File: src/rtl/fifo_burst_drain.sv
// rtl/fifo_burst_drain.sv - pops an async-read byte FIFO and re-emits fixed-length bursts as a valid/ready stream
//
// Purpose:
//   Waits until the upstream FIFO holds a full burst (BURST_LEN bytes), then pops it
//   through a 2-entry skid buffer onto a valid/ready byte stream. out_last marks the
//   final byte of every burst. The FIFO is never popped while it reports empty.
//
// Optional feature (macro FLUSH_TIMEOUT_EN):
//   When defined, a partial burst that sits untouched in the FIFO for TIMEOUT cycles
//   is flushed as a short burst (out_last on its final byte). When undefined, partial
//   bursts wait indefinitely.
//
// Ports:
//   clk         in   clock, all logic on posedge
//   rst_n       in   asynchronous active-low reset
//   fifo_count  in   FIFO occupancy
//   fifo_empty  in   FIFO empty flag
//   fifo_rdata  in   FIFO read data, valid in the same cycle as fifo_ren
//   fifo_ren    out  FIFO pop strobe
//   out_valid   out  stream byte valid
//   out_ready   in   sink accepts the byte
//   out_data    out  stream byte
//   out_last    out  final byte of a burst
//   busy        out  streaming a burst or skid buffer holds data
//   burst_cnt   out  completed bursts, 8-bit wrapping

module fifo_burst_drain #(
    parameter int DATA_W    = 8,
    parameter int MAX_DATA  = 16,
    parameter int BURST_LEN = 4,
    parameter int TIMEOUT   = 64
) (
    input  logic                            clk,
    input  logic                            rst_n,
    input  logic [$clog2(MAX_DATA+1)-1:0]   fifo_count,
    input  logic                            fifo_empty,
    input  logic [DATA_W-1:0]               fifo_rdata,
    output logic                            fifo_ren,
    output logic                            out_valid,
    input  logic                            out_ready,
    output logic [DATA_W-1:0]               out_data,
    output logic                            out_last,
    output logic                            busy,
    output logic [7:0]                      burst_cnt
);

    localparam int CNT_W = $clog2(MAX_DATA + 1);
    localparam logic [CNT_W-1:0] BURST_LEN_C = CNT_W'(BURST_LEN);
    localparam logic [CNT_W-1:0] ONE_C       = CNT_W'(1);

    // Elaboration-time guard on parameter ranges.
    if (BURST_LEN < 1 || BURST_LEN > MAX_DATA || TIMEOUT < 2 || TIMEOUT > 128) begin : g_param_check
        $error("fifo_burst_drain: BURST_LEN or TIMEOUT out of range");
    end

    typedef enum logic {
        ST_WAIT   = 1'b0,
        ST_STREAM = 1'b1
    } state_e;

    state_e             state_q, state_d;
    logic [CNT_W-1:0]   remaining_q, remaining_d;

    // Two-entry skid buffer, circular with one-bit pointers.
    logic [DATA_W-1:0]  skid_data_q [2];
    logic               skid_last_q [2];
    logic               rd_ptr_q;
    logic               wr_ptr_q;
    logic [1:0]         occ_q, occ_d;

    logic [7:0]         burst_cnt_q;

    logic               push;
    logic               pop;
    logic               head_last;
    logic               flush_fire;

    // The pop strobe depends only on registered state and the FIFO flag, never on
    // out_ready; the skid buffer absorbs the one-cycle sink reaction.
    assign fifo_ren  = (state_q == ST_STREAM) && !fifo_empty && (occ_q != 2'd2);
    assign push      = fifo_ren;
    assign out_valid = (occ_q != 2'd0);
    assign pop       = out_valid && out_ready;
    assign head_last = skid_last_q[rd_ptr_q];

    // Stale entries are masked so the stream reads all-zero while idle.
    assign out_data  = out_valid ? skid_data_q[rd_ptr_q] : '0;
    assign out_last  = out_valid && head_last;
    assign busy      = (state_q != ST_WAIT) || out_valid;
    assign burst_cnt = burst_cnt_q;

    assign occ_d = occ_q + {1'b0, push} - {1'b0, pop};

`ifdef FLUSH_TIMEOUT_EN
    localparam logic [6:0] TIMEOUT_M1 = 7'(TIMEOUT - 1);

    logic [6:0]         timer_q, timer_d;
    logic [CNT_W-1:0]   prev_count_q;

    // The timer only reaches its terminal value while a non-empty partial burst has
    // been stable, so the count check here merely guards against a FIFO glitch.
    assign flush_fire = (timer_q == TIMEOUT_M1) && (fifo_count != '0);

    always_comb begin
        timer_d = timer_q + 7'd1;
        if ((state_q != ST_WAIT) || (fifo_count == '0) || (fifo_count >= BURST_LEN_C) ||
            (fifo_count != prev_count_q) || flush_fire) begin
            timer_d = '0;
        end
    end

    always_ff @(posedge clk or negedge rst_n) begin
        if (!rst_n) begin
            timer_q      <= '0;
            prev_count_q <= '0;
        end else begin
            timer_q      <= timer_d;
            prev_count_q <= fifo_count;
        end
    end
`else
    assign flush_fire = 1'b0;
`endif

    always_comb begin
        state_d     = state_q;
        remaining_d = remaining_q;
        unique case (state_q)
            ST_WAIT: begin
                if (fifo_count >= BURST_LEN_C) begin
                    state_d     = ST_STREAM;
                    remaining_d = BURST_LEN_C;
                end else if (flush_fire) begin
                    // Short burst: drain exactly what is present.
                    state_d     = ST_STREAM;
                    remaining_d = fifo_count;
                end
            end
            ST_STREAM: begin
                if (fifo_ren) begin
                    remaining_d = remaining_q - ONE_C;
                    if (remaining_q == ONE_C) begin
                        state_d = ST_WAIT;
                    end
                end
            end
            default: begin
                state_d     = ST_WAIT;
                remaining_d = '0;
            end
        endcase
    end

    always_ff @(posedge clk or negedge rst_n) begin
        if (!rst_n) begin
            state_q        <= ST_WAIT;
            remaining_q    <= '0;
            occ_q          <= '0;
            rd_ptr_q       <= 1'b0;
            wr_ptr_q       <= 1'b0;
            skid_data_q[0] <= '0;
            skid_data_q[1] <= '0;
            skid_last_q[0] <= 1'b0;
            skid_last_q[1] <= 1'b0;
            burst_cnt_q    <= '0;
        end else begin
            state_q     <= state_d;
            remaining_q <= remaining_d;
            occ_q       <= occ_d;
            if (push) begin
                skid_data_q[wr_ptr_q] <= fifo_rdata;
                skid_last_q[wr_ptr_q] <= (remaining_q == ONE_C);
                wr_ptr_q              <= ~wr_ptr_q;
            end
            if (pop) begin
                rd_ptr_q <= ~rd_ptr_q;
                if (head_last) begin
                    burst_cnt_q <= burst_cnt_q + 8'd1;
                end
            end
        end
    end

endmodule
File: config.mk
export PLATFORM = sky130hd
export DESIGN_NAME = fifo_burst_drain
export DESIGN_NICKNAME = d
export VERILOG_FILES = /design/src/rtl/fifo_burst_drain.sv
export SDC_FILE = /design/constraint.sdc
export NUM_CORES = 1
export LEC_CHECK = 0
export BUFFER_PORTS_ARGS = -buffer_cell sky130_fd_sc_hd__buf_2
export CAP_MARGIN = 20
export CORE_MARGIN = 1
export CORE_UTILIZATION = 40
export CTS_BUF_LIST = sky130_fd_sc_hd__clkbuf_4 sky130_fd_sc_hd__clkbuf_8
export DETAILED_ROUTE_END_ITERATION = 10
export PLACE_DENSITY_LB_ADDON = 0.2
export SETUP_SLACK_MARGIN = 0.4
export SYNTH_ARGS = -nofsm -noshare
export SYNTH_HDL_FRONTEND = slang
export SYNTH_SLANG_ARGS = --single-unit
File: constraint.sdc
create_clock -name clk -period 1.7 [get_ports clk]
set_clock_uncertainty 0.05 [all_clocks]
set_input_delay 0.255 -clock clk [delete_from_list [all_inputs] [get_ports clk]]
set_output_delay 0.255 -clock clk [all_outputs]
set_load 0.03 [all_outputs]
==> results by group <==
Yosys
  – Seq/Total Area, Yosys: 0.519
  – #FFs+latches synth: 36
  – Post-Synthesis Cells: 142
  – Post-synthesis async set-or-reset flop share: 1.00
  – Post-Synth Simple-Gate Area: 0.131
  – Synth cell types: 34
  – Largest family of logic cells by synthesized area: multiplexers
  – Fraction of the mapped netlist area in compound gates: 0.0433
  – Yosys top cell area share: 0.519
  – Synth area leaders: dfrtp_1 (52%), mux2_2 (12%), mux2i_1 (5.2%), ha_1 (3.6%), xor2_1 (3.5%)
  – XOR/XNOR Fraction of Synth Area: 0.0556
  – Mux contribution to synthesized area: 0.188
  – Synth Flop Type: dfrtp_1
  – Syn Std Cell Area: 1730 um2
  – Number of flops mapped to enable cells by yosys: 0
  – Avg Synthesized Cell Area: 12.2 um2
  – Area leader, netlist: dfrtp_1
  – Synth Net Count: 164
  – Synth Area in Adders: 0.0361
  – Yosys warns: 0

Global route
  – Total grt overflow: 0
  – Initial antenna violation count: 0
  – Total track usage: 0.182
  – Top Usage Layer GRT: met2
  – Met1 usage: 0.217
  – Pin count of the biggest net entering global routing: 20
  – M2 GR Usage: 0.307
  – GR Util met3: 0.0400
  – First-pass GRT wire length: 5940 um
  – Vias in the first global route: 1,273

Hold path
  – Hold Path Class: in2reg
  – WHS Endpoint: skid_data_q[9]
  – Hold path depth: 2
  – Hold Path Origin: fifo_rdata[1]

Clock network
  – Num CTS Buffers: 5
  – Worst-path clk slew: 0.07 ns
  – CTS tree: built
  – Clock Latency Late Sink: 0.29 ns
  – H-tree depth: 2
  – Root buffer cell: clkbuf_8
  – CTS max path bufs: 2
  – Sink Count: 36

Timing
  – Final Cycle Share: 0.938
  – Least-Margin Pin Slew: 0.450 ns
  – Setup WS post-layout: 0.105 ns
  – Count of final hold-check violations: 0
  – RSZ-0062 raised after global routing: true
  – Slew Viols, Final: 0
  – Post-layout min period: 1.60 ns
  – Setup_tns: 0 ns
  – Max-slew headroom: 0.700
  – Min Hold Slack: 0.168 ns
  – Finish-stage setup viols: 0
  – Fmax: 627 MHz

Finish
  – Final net count: 224
  – Area of the multi-input gates: 1070 um2
  – Filler cells: 319
  – Seq. cell area: 913 um2
  – Diode count: 0
  – Post-route insts no fill: 253
  – Share of layout cells above drive strength 1: 0.616
  – Synth-to-layout area growth: 49.6%

Route
  – DR iter-0 viols: 32
  – Drt pass-1 iters: 4
  – DRC: 0
  – Vias/cell: 5.21
  – Final ANT Viol Nets: 0
  – Via count: 1,318
  – WL per Instance: 15.9 um
  – Post-Route WL: 4020 um

Pwr
  – Peak VDD IR: 0.000972 V
  – Gate power share: 0.576
  – Leakage: 1.26 nW
  – Psw: 0.00219 W
  – Internal: 0.00314 W
  – Switching share of total power: 0.411
  – Seq pwr share: 0.307
  – PD cells: 2060 nW/um2
  – Clk network pwr share: 0.117

Worst setup path
  – Slowest CP cell: dfrtp_2
  – Worst r2r path cells: 7
  – Required time of the critical path: 1.39 ns
  – Crit path kind: reg2out
  – CP endpoint kind: output port
  – Biggest cell delay along the critical path: 0.45 ns
  – WP data arrival: 1.29 ns
  – Worst-path cell chain: buf_6, mux2i_1, nor2_1, buf_4
  – Reg2Reg Launch Point: occ_q[0]
  – R2R Setup Slk: 0.13 ns
  – CP max FO: 6
  – Worst R2R End: occ_q[1]
  – Startpoint types: register

Run status
  – Status: complete, no violations

Floorplan
  – Die area: 4600 um2
  – Die height: 67.8 um
  – Std-Cell Rows: 23
  – Ports: 37
  – Die Width: 67.8 um
  – Initial core utilization: 0.424
  – Core area: 4090 um2

Place
  – Placed Cells incl. Taps: 231
  – Post-placement setup slack: 0.105 ns
  – Hpwl dp: 2490 um
  – Port bufs: 34
  – Routability-driven placement congestion ratio: 0.821

Flow run
  – Max-Cap Viols: 0
registers in the layout (all words and copies together) (netlist names):
signal       count
skid_last_q      2
rd_ptr_q         1
wr_ptr_q         1
skid_data_q     16
occ_q            2
burst_cnt        8
state_q          1
remaining_q      5
how the worst max path moves through the flow:
stage	startpoint	slack, ns	endpoint	cells past startpoint
finish	rd_ptr_q	0.10	out_data[0]	4
global route	rd_ptr_q	0.05	out_data[0]	4
detailed placement	occ_q[0]	0.11	occ_q[1]	6
floorplan	occ_q[1]	0.07	occ_q[1]	8
CTS	occ_q[0]	0.1	busy	2
global placement	occ_q[0]	0.15	occ_q[1]	6
layout by cell type (no fill, tap or decap), types with 2 or more instances in the layout:
master and n:
buf_12 2, nand3_1 4, inv_1 4, buf_2 22, xor2_1 7, dfrtp_1 26
o21ai_0 3, nor2_4 2, nor2_2 4, mux2i_1 8, inv_2 4, xnor2_1 3
nor3_2 3, dfrtp_2 10, nand3_4 2, clkbuf_8 6, ha_4 2, ha_1 3
nor2_1 7, nor4_4 3, mux2_4 18, clkinv_2 2, buf_4 15, a21o_1 2
buf_6 14, nand4_1 4
routing by layer:
metal / share of wire / routed length (um) / vias to the layer above
met2: 0.52 / 2070 / 25
met4: 0.014 / 55 / 0
li1: - / - / 624
met1: 0.44 / 1760 / 663
met5: 0 / 0 / -
met3: 0.032 / 129 / 6
power groups by stage:
| stage | logic, W | registers (W) | clock network, W |
|---|---|---|---|
| 6_report | 0.00308 | 0.00164 | 0.000625 |
| 5_1_grt | 0.00329 | 0.00168 | 0.000683 |
| 4_1_cts | 0.00275 | 0.00158 | 0.000647 |
| 3_5_place_dp | 0.00222 | 0.00157 | 0 |
| 3_3_place_gp | 0.00215 | 0.00154 | 0 |
| 2_1_floorplan | 0.00166 | 0.00152 | 0 |
layout make-up:
| type | instances | area share |
|---|---|---|
| multi-input combinational | 97 | 0.411 |
| sequential | 36 | 0.352 |
| timing repair buffer | 54 | 0.166 |
| clock buffer | 6 | 0.0318 |
| tap | 50 | 0.0241 |
| inverter | 8 | 0.0116 |
| clock inverter | 2 | 0.00386 |
worst max-delay path: cells and delay by family, from the launching register on:
kind          cells  cell delay (ns)
buf+inv           2             0.32
simple gates      1             0.11
mux               1             0.11
flops             1             0.45
metrics by stage:
step | total power, W | util | instance area [um2]
after floorplan | 0.00318 | - | 1800
after global placement | 0.00369 | 0.510 | 2080
after detailed placement | 0.00379 | 0.510 | 2080
after CTS | 0.00498 | 0.596 | 2440
after global routing | 0.00566 | 0.635 | 2590
final | 0.00534 | 0.635 | 2590
cells in the mapped netlist (all sizes together), types with 3 or more instances:
cell,instances
o21ai,4
xnor2,4
dfrtp,36
nand4,4
inv,8
xor2,7
nor3,5
ha,5
mux2i,10
nand3,5
mux2,19
nor2,13
nor4,3
timing repair:
action | in CTS | in global routing
pin swaps | 11 | 12
hold buffers | 1 | 0
setup endpoints to repair | 42 | 47
buffers inserted | 9 | 2
endpoints found under the hold margin | 17 | 0
resized for setup | 50 | 32
gates cloned | 1 | 1
kinds of logic after synthesis:
logic type                 after synthesis
AOI/OAI and AO/OA                       11
xor gates and xnor gates                11
adders and majority gates                5
buffers and inverters                   10
DFF                                     36
muxes                                   29
and+or+nand+nor                         40
(Power assumes the default switching activity.)
